## config.mk

```make
export PLATFORM = sky130hd
export DESIGN_NAME = bram_wr_arbiter_flat
export DESIGN_NICKNAME = d
export VERILOG_FILES = /design/src/rtl/bram_wr_arbiter_pkg.sv /design/src/rtl/bram_wr_arbiter_if.sv /design/src/rtl/bram_wr_arbiter_rr_arb2.sv /design/src/rtl/bram_wr_arbiter.sv /design/src/flat_wrapper.sv
export SDC_FILE = /design/constraint.sdc
export NUM_CORES = 1
export LEC_CHECK = 0
export CELL_PAD_IN_SITES_DETAIL_PLACEMENT = 1
export CELL_PAD_IN_SITES_GLOBAL_PLACEMENT = 2
export CORE_ASPECT_RATIO = 1.75
export CORE_MARGIN = 8
export CORE_UTILIZATION = 21
export CTS_CLUSTER_DIAMETER = 100
export DETAILED_ROUTE_END_ITERATION = 16
export PLACE_DENSITY_LB_ADDON = 0.1
export SYNTH_ARGS = -nofsm -noshare
export SYNTH_HDL_FRONTEND = slang
export SYNTH_SLANG_ARGS = --single-unit
```

## constraint.sdc

```tcl
create_clock -name clk -period 1.7 [get_ports clk]
set_clock_uncertainty 0.1 [all_clocks]
set_input_delay 0.34 -clock clk [delete_from_list [all_inputs] [get_ports clk]]
set_output_delay 0.34 -clock clk [all_outputs]
set_load 0.05 [all_outputs]
```

## src/rtl/bram_wr_arbiter_pkg.sv

```systemverilog
// rtl/bram_wr_arbiter_pkg.sv - shared state and requester encodings for the BRAM write arbiter
package bram_wr_arbiter_pkg;

   typedef enum logic {
      ST_IDLE  = 1'b0,
      ST_CLEAR = 1'b1
   } state_t;

   localparam logic REQ_CPU = 1'b0;
   localparam logic REQ_DBG = 1'b1;

   // One-hot grant vector for a requester id (bit 0 = CPU, bit 1 = debug).
   function automatic logic [1:0] gnt_onehot(input logic id);
      return id ? 2'b10 : 2'b01;
   endfunction

endpackage

```

## src/rtl/bram_wr_arbiter_if.sv

```systemverilog
// rtl/bram_wr_arbiter_if.sv - requester, clear-control and BRAM write-port bundle
interface bram_wr_arbiter_if #(
   parameter int DATA_WIDTH = 32,
   parameter int ADDR_WIDTH = 8
);

   logic                  i_req0;
   logic [ADDR_WIDTH-1:0] i_addr0;
   logic [DATA_WIDTH-1:0] i_data0;
   logic                  o_gnt0;

   logic                  i_req1;
   logic [ADDR_WIDTH-1:0] i_addr1;
   logic [DATA_WIDTH-1:0] i_data1;
   logic                  o_gnt1;

   logic                  i_clr_start;
   logic                  o_busy;
   logic                  o_clr_done;

   logic                  o_we;
   logic [ADDR_WIDTH-1:0] o_waddr;
   logic [DATA_WIDTH-1:0] o_di;

   modport master (
      output i_req0, i_addr0, i_data0,
      output i_req1, i_addr1, i_data1,
      output i_clr_start,
      input  o_gnt0, o_gnt1, o_busy, o_clr_done,
      input  o_we, o_waddr, o_di
   );

   modport slave (
      input  i_req0, i_addr0, i_data0,
      input  i_req1, i_addr1, i_data1,
      input  i_clr_start,
      output o_gnt0, o_gnt1, o_busy, o_clr_done,
      output o_we, o_waddr, o_di
   );

endinterface

```

## src/rtl/bram_wr_arbiter_rr_arb2.sv

```systemverilog
// rtl/bram_wr_arbiter_rr_arb2.sv - two-input write arbiter, round-robin when BRAM_ARB_RR_EN is defined
module bram_rr_arb2
   import bram_wr_arbiter_pkg::*;
(
   input  logic       clk,
   input  logic       i_rst,
   input  logic [1:0] i_req,
   output logic [1:0] o_gnt
);

`ifdef BRAM_ARB_RR_EN
   logic last_q;
   logic last_d;

   // Tie goes to whoever did not win last; pointer moves only on a real grant.
   always_comb begin
      o_gnt  = 2'b00;
      last_d = last_q;
      if (i_req == 2'b11) begin
         o_gnt = gnt_onehot(~last_q);
      end else begin
         o_gnt = i_req;
      end
      if (o_gnt[REQ_CPU]) begin
         last_d = REQ_CPU;
      end else if (o_gnt[REQ_DBG]) begin
         last_d = REQ_DBG;
      end
   end

   // Last-grant pointer; reset to debug so the CPU wins the first tie.
   always_ff @(posedge clk) begin
      if (i_rst) begin
         last_q <= REQ_DBG;
      end else begin
         last_q <= last_d;
      end
   end
`else
   logic unused_clk_rst;
   assign unused_clk_rst = clk ^ i_rst;

   // Fixed priority: the CPU store path always wins a tie.
   always_comb begin
      o_gnt = 2'b00;
      if (i_req[REQ_CPU]) begin
         o_gnt = gnt_onehot(REQ_CPU);
      end else if (i_req[REQ_DBG]) begin
         o_gnt = gnt_onehot(REQ_DBG);
      end
   end
`endif

endmodule

```

## src/rtl/bram_wr_arbiter.sv

```systemverilog
// rtl/bram_wr_arbiter.sv - BRAM write-port owner: CPU/debug arbitration plus clear sweep (BRAM_ARB_RR_EN selects round-robin)
module bram_wr_arbiter
   import bram_wr_arbiter_pkg::*;
#(
   parameter int DATA_WIDTH = 32,
   parameter int ADDR_WIDTH = 8
) (
   input  logic               clk,
   input  logic               i_rst,
   bram_wr_arbiter_if.slave   bus
);

   localparam logic [ADDR_WIDTH-1:0] LAST_ADDR = {ADDR_WIDTH{1'b1}};

   state_t                state_q, state_d;
   logic [ADDR_WIDTH-1:0] cnt_q, cnt_d;
   logic                  we_q, we_d;
   logic [ADDR_WIDTH-1:0] waddr_q, waddr_d;
   logic [DATA_WIDTH-1:0] di_q, di_d;
   logic                  done_q, done_d;

   logic [1:0]            arb_req;
   logic [1:0]            arb_gnt;

   // Requests reach the arbiter only in IDLE without a clear launch, so its pointer sees real grants only.
   always_comb begin
      arb_req = 2'b00;
      if ((state_q == ST_IDLE) && !bus.i_clr_start) begin
         arb_req = {bus.i_req1, bus.i_req0};
      end
   end

   bram_rr_arb2 u_arb (
      .clk   (clk),
      .i_rst (i_rst),
      .i_req (arb_req),
      .o_gnt (arb_gnt)
   );

   assign bus.o_gnt0     = arb_gnt[REQ_CPU];
   assign bus.o_gnt1     = arb_gnt[REQ_DBG];
   assign bus.o_busy     = (state_q == ST_CLEAR);
   assign bus.o_clr_done = done_q;
   assign bus.o_we       = we_q;
   assign bus.o_waddr    = waddr_q;
   assign bus.o_di       = di_q;

   // Next-state and next write-port values; address/data hold when nothing is written.
   always_comb begin
      state_d = state_q;
      cnt_d   = cnt_q;
      we_d    = 1'b0;
      waddr_d = waddr_q;
      di_d    = di_q;
      done_d  = 1'b0;
      case (state_q)
         ST_IDLE: begin
            if (bus.i_clr_start) begin
               state_d = ST_CLEAR;
            end else if (arb_gnt[REQ_CPU]) begin
               we_d    = 1'b1;
               waddr_d = bus.i_addr0;
               di_d    = bus.i_data0;
            end else if (arb_gnt[REQ_DBG]) begin
               we_d    = 1'b1;
               waddr_d = bus.i_addr1;
               di_d    = bus.i_data1;
            end
         end
         ST_CLEAR: begin
            we_d    = 1'b1;
            waddr_d = cnt_q;
            di_d    = '0;
            cnt_d   = cnt_q + 1'b1;
            if (cnt_q == LAST_ADDR) begin
               state_d = ST_IDLE;
               done_d  = 1'b1;
            end
         end
      endcase
   end

   // State and registered write port; reset aborts a sweep without a done pulse.
   always_ff @(posedge clk) begin
      if (i_rst) begin
         state_q <= ST_IDLE;
         cnt_q   <= '0;
         we_q    <= 1'b0;
         waddr_q <= '0;
         di_q    <= '0;
         done_q  <= 1'b0;
      end else begin
         state_q <= state_d;
         cnt_q   <= cnt_d;
         we_q    <= we_d;
         waddr_q <= waddr_d;
         di_q    <= di_d;
         done_q  <= done_d;
      end
   end

endmodule

```

## src/flat_wrapper.sv

```systemverilog
// flat-port wrapper written by rule: the top's interface ports become plain ports
module bram_wr_arbiter_flat import bram_wr_arbiter_pkg::*;
#(
   parameter int DATA_WIDTH = 32,
   parameter int ADDR_WIDTH = 8
)
  (clk, i_rst, bus_i_req0, bus_i_addr0, bus_i_data0, bus_i_req1, bus_i_addr1, bus_i_data1, bus_i_clr_start, bus_o_gnt0, bus_o_gnt1, bus_o_busy, bus_o_clr_done, bus_o_we, bus_o_waddr, bus_o_di);
  bram_wr_arbiter_if #(.DATA_WIDTH(DATA_WIDTH), .ADDR_WIDTH(ADDR_WIDTH)) bus_i ();
  input  logic clk;
  input  logic i_rst;
  input wire logic [$bits(bus_i.i_req0)-1:0] bus_i_req0;
  input wire logic [$bits(bus_i.i_addr0)-1:0] bus_i_addr0;
  input wire logic [$bits(bus_i.i_data0)-1:0] bus_i_data0;
  input wire logic [$bits(bus_i.i_req1)-1:0] bus_i_req1;
  input wire logic [$bits(bus_i.i_addr1)-1:0] bus_i_addr1;
  input wire logic [$bits(bus_i.i_data1)-1:0] bus_i_data1;
  input wire logic [$bits(bus_i.i_clr_start)-1:0] bus_i_clr_start;
  output wire logic [$bits(bus_i.o_gnt0)-1:0] bus_o_gnt0;
  output wire logic [$bits(bus_i.o_gnt1)-1:0] bus_o_gnt1;
  output wire logic [$bits(bus_i.o_busy)-1:0] bus_o_busy;
  output wire logic [$bits(bus_i.o_clr_done)-1:0] bus_o_clr_done;
  output wire logic [$bits(bus_i.o_we)-1:0] bus_o_we;
  output wire logic [$bits(bus_i.o_waddr)-1:0] bus_o_waddr;
  output wire logic [$bits(bus_i.o_di)-1:0] bus_o_di;
  assign bus_i.i_req0 = bus_i_req0;
  assign bus_i.i_addr0 = bus_i_addr0;
  assign bus_i.i_data0 = bus_i_data0;
  assign bus_i.i_req1 = bus_i_req1;
  assign bus_i.i_addr1 = bus_i_addr1;
  assign bus_i.i_data1 = bus_i_data1;
  assign bus_i.i_clr_start = bus_i_clr_start;
  assign bus_o_gnt0 = bus_i.o_gnt0;
  assign bus_o_gnt1 = bus_i.o_gnt1;
  assign bus_o_busy = bus_i.o_busy;
  assign bus_o_clr_done = bus_i.o_clr_done;
  assign bus_o_we = bus_i.o_we;
  assign bus_o_waddr = bus_i.o_waddr;
  assign bus_o_di = bus_i.o_di;
  bram_wr_arbiter #(.DATA_WIDTH(DATA_WIDTH), .ADDR_WIDTH(ADDR_WIDTH)) u_core (.clk(clk), .i_rst(i_rst), .bus(bus_i));
endmodule
```

==> summary.md <==
| Metric | Value |
|---|---|
| Routed Antenna Nets | `0` |
| Critical Path End Type | `primary output` |
| Drc violations | `0` |
| First-pass DRT Iterations | `4` |
| Placer Congestion | `0.7144` |
| Area of the multi-input gates | `0.001136 mm^2` |
| Setup TNS | `0 ns` |
| Detailed Place HPWL | `7366 um` |
| Worst reg2reg path startpoint | `u_core.bus.o_busy` |
| Setup CP Type | `reg -> out` |
| R2R Setup Slk | `0.18 ns` |
| CP max FO | `11` |
| Setup crit start kind | `flop` |
| Reg2Reg Depth | `4` |
| # hold bufs at CTS | `0` |
| Max-cap check violation count | `0` |
| Worst-path cell with the longest stage delay | `dfxtp_4` |
| Number of antenna violations at the first check in global routing | `0` |
| Layout cell share with drive strength beyond 1 | `26.37%` |
| Fill cells | `1216` |
| R2R Path End | `u_core.cnt_q[7]` |
| Worst hold path endpoint | `u_core.bus.o_waddr[7]` |
| Fmax | `0.6177 GHz` |
| Grt total ovfl | `0` |
| Initial DRC count | `50` |
| Largest net degree at the start of global routing | `32` |
| Post-synth net total | `312` |
| Min-delay worst type | `reg -> reg` |
| CTS buffer count | `5` |
| HP Start | `u_core.cnt_q[7]` |
| Routed len/inst | `19.26 um` |
| FF+latch area | `0.001025 mm^2` |
| RSZ-0062 raised after global routing | `false` |
| Status | `finished clean` |
| Die width | `95.28 um` |
| GRT Total Usage | `12.72%` |
| Minimum clock period | `1.619 ns` |
| Worst slew pin tran | `0.3579 ns` |
| CORE AREA | `0.01070 mm^2` |
| Top Ports | `130` |
| N_diodes | `0` |
| Clock Path Buffers | `2` |
| Count of final setup violators | `0` |
| Clk_lat worst skew | `0.29 ns` |
| H-tree depth | `2` |
| Worst IR drop on VDD | `0.0004426 V` |
| Die ar. | `0.01474 mm^2` |
| Slew headroom | `76.14%` |
| Max Slew Vio Count | `0` |
| Gate Count Post-Synth | `226` |
| PD cells | `823.7 mW/mm^2` |
| Ys Warns | `0` |
| Pleak | `1.721 nW` |
| Final setup margin | `0.08103 ns` |
| Area growth syn-to-layout | `76.16%` |
| Yosys reg bits | `51` |
| Chip Height | `154.7 um` |
| Port-buffer cells | `129` |
| Vias in the first global route | `2572` |
| Seq/Total Area, Yosys | `44.20%` |
| Hold path cells | `2` |
| Starting Density | `21.59%` |
| Mapped Area | `0.002310 mm^2` |
| Final nets | `449` |
| DRT Wirelength | `9514 um` |
| Via count | `2351` |
| Vias per inst | `4.759` |
| Mean Syn Cell Area | `10.22 um^2` |
| Critical Path RT | `1.26 ns` |
| Smallest hold slack | `0.4271 ns` |
| Place WS | `-0.3901 ns` |
| Slowest stage delay, CP | `0.40 ns` |
| Num rows | `50` |
| First-pass GRT wire length | `14570 um` |
| Clk slew on worst S/H paths | `0.07 ns` |
| CTS Root Cell | `clkbuf_16` |
| Fin. Hold Viols | `0` |
| Synth cell types | `41` |
| CTS sink cnt | `51` |
| CP arrival | `1.18 ns` |
| Tcrit/Tclk final | `95.23%` |
| TritonCTS clock tree | `done` |
| Crit-path cells | `nor2_2 > and2_2 > buf_12` |
## routing by layer
layer	GRT usage, %	up-vias	share of wire (%)
li1	-	1141	-
met1	13.08	1139	36
met2	23.97	65	56
met3	3.005	6	7.1
met4	3.817	0	1.1
met5	0	-	0
## state kept, by name, indices dropped and copies added, names as in the netlist
signal and count:
u_core.bus.o_clr_done 1, u_core.bus.o_we 1, u_core.bus.o_waddr 8, u_core.bus.o_busy 1, u_core.bus.o_di 32, u_core.cnt_q 8
## kinds of logic after synthesis
group	count (synthesis)	share of synthesized area (%)
AND/OR/NAND/NOR	87	23.57
AO/OA/AOI/OAI	54	20.69
flip-flops	51	44.20
buffers and inverters	24	7.097
multiplexers	5	2.383
XOR/XNOR	4	1.517
adder cells (fa/ha/maj)	1	0.5416
## final cells by class
type	instances	area share, %
clock buffer	7	3.782
sequential	51	25.18
inverter	3	0.2768
clock inverter	1	0.7380
multi-input combinational	151	27.92
timing repair buffer	151	38.10
tap	130	3.998
## cell usage in the layout (no fill, tap or decap), types with 4 or more instances in the layout
master,netlist,layout
nand2_1,7,7
dfxtp_1,51,50
nor2_1,10,9
clkdlybuf4s50_1,0,81
nand3_1,7,7
buf_4,0,50
a21oi_1,8,8
a221o_1,31,31
and3_1,31,31
nor3_1,5,5
clkbuf_16,0,6
buf_12,0,17
mux2_2,4,4
## synthesized netlist by cell type, drive strengths merged
cell type | instances | area [um^2]
nor3b | 2 | 37.54
o21bai | 1 | 7.510
mux2 | 4 | 45.04
nor2b | 3 | 18.77
nand2b | 2 | 12.51
or2b | 1 | 7.510
o21ba | 2 | 20.02
mux2i | 1 | 10.01
or2 | 1 | 8.760
a21oi | 8 | 40.04
clkbuf | 7 | 26.28
xnor2 | 3 | 26.28
nor4 | 1 | 6.260
and3 | 31 | 193.9
o31a | 1 | 8.760
buf | 14 | 126.4
or3 | 3 | 18.77
a2111oi | 3 | 26.28
nor3 | 5 | 25.02
a221o | 31 | 310.3
dfxtp | 51 | 1021
o32ai | 1 | 8.760
inv | 3 | 11.26
or3b | 3 | 26.28
nand2 | 7 | 26.28
o221a | 1 | 11.26
nor2 | 11 | 43.80
ha | 1 | 12.51
or4b | 4 | 43.79
and2 | 2 | 12.51
o21ai | 2 | 10.01
nand4 | 3 | 18.77
xor2 | 1 | 8.760
nand3 | 7 | 35.03
o211ai | 4 | 35.03
and3b | 1 | 8.760
## worst max path at each step
stage	from	to	slack, ns	depth (start not counted)
after floorplan	u_core.bus.o_busy	bus_o_gnt1	-0.05	5
after CTS	bus_i_req1	bus_o_gnt1	0.02	4
after global placement	bus_i_req0	u_core.bus.o_waddr[6]	-0.34	4
after detailed placement	bus_i_req0	u_core.bus.o_waddr[2]	-0.39	5
after global routing	bus_i_req0	bus_o_gnt1	0.02	4
final	u_core.bus.o_busy	bus_o_gnt1	0.08	3
## worst max-delay path: cells and delay by family, from the launching register on
kind | cells | cell delay, ns
buffers and inverters | 1 | 0.14
flip-flops | 1 | 0.40
AND/OR/NAND/NOR | 2 | 0.35
## report_power, final
part / total (W) / switching [W] / leakage (nW) / internal (W)
registers: 0.00130 / 0.0000445 / 0.417 / 0.00125
logic: 0.000802 / 0.000390 / 1.21 / 0.000413
clock network: 0.00125 / 0.000465 / 0.0893 / 0.000786
## timing repair
action | in CTS | in global routing
gates resized for setup | 4 | 4
cloned | 0 | 0
setup endpoints to repair | 15 | 1
buffers inserted | 1 | 0
pin swaps | 1 | 0
## metrics by stage
stage	total power (W)	cell area (um^2)	cells	utilization, %
2_1_floorplan	0.001691	2316	226	-
3_3_place_gp	0.002134	3879	485	36.26
3_5_place_dp	0.002140	3879	485	36.26
4_1_cts	0.003424	4069	494	38.04
5_1_grt	0.003493	4069	494	38.04
6_report	0.003352	4069	494	38.04
Power figures use the tool's default switching activity.
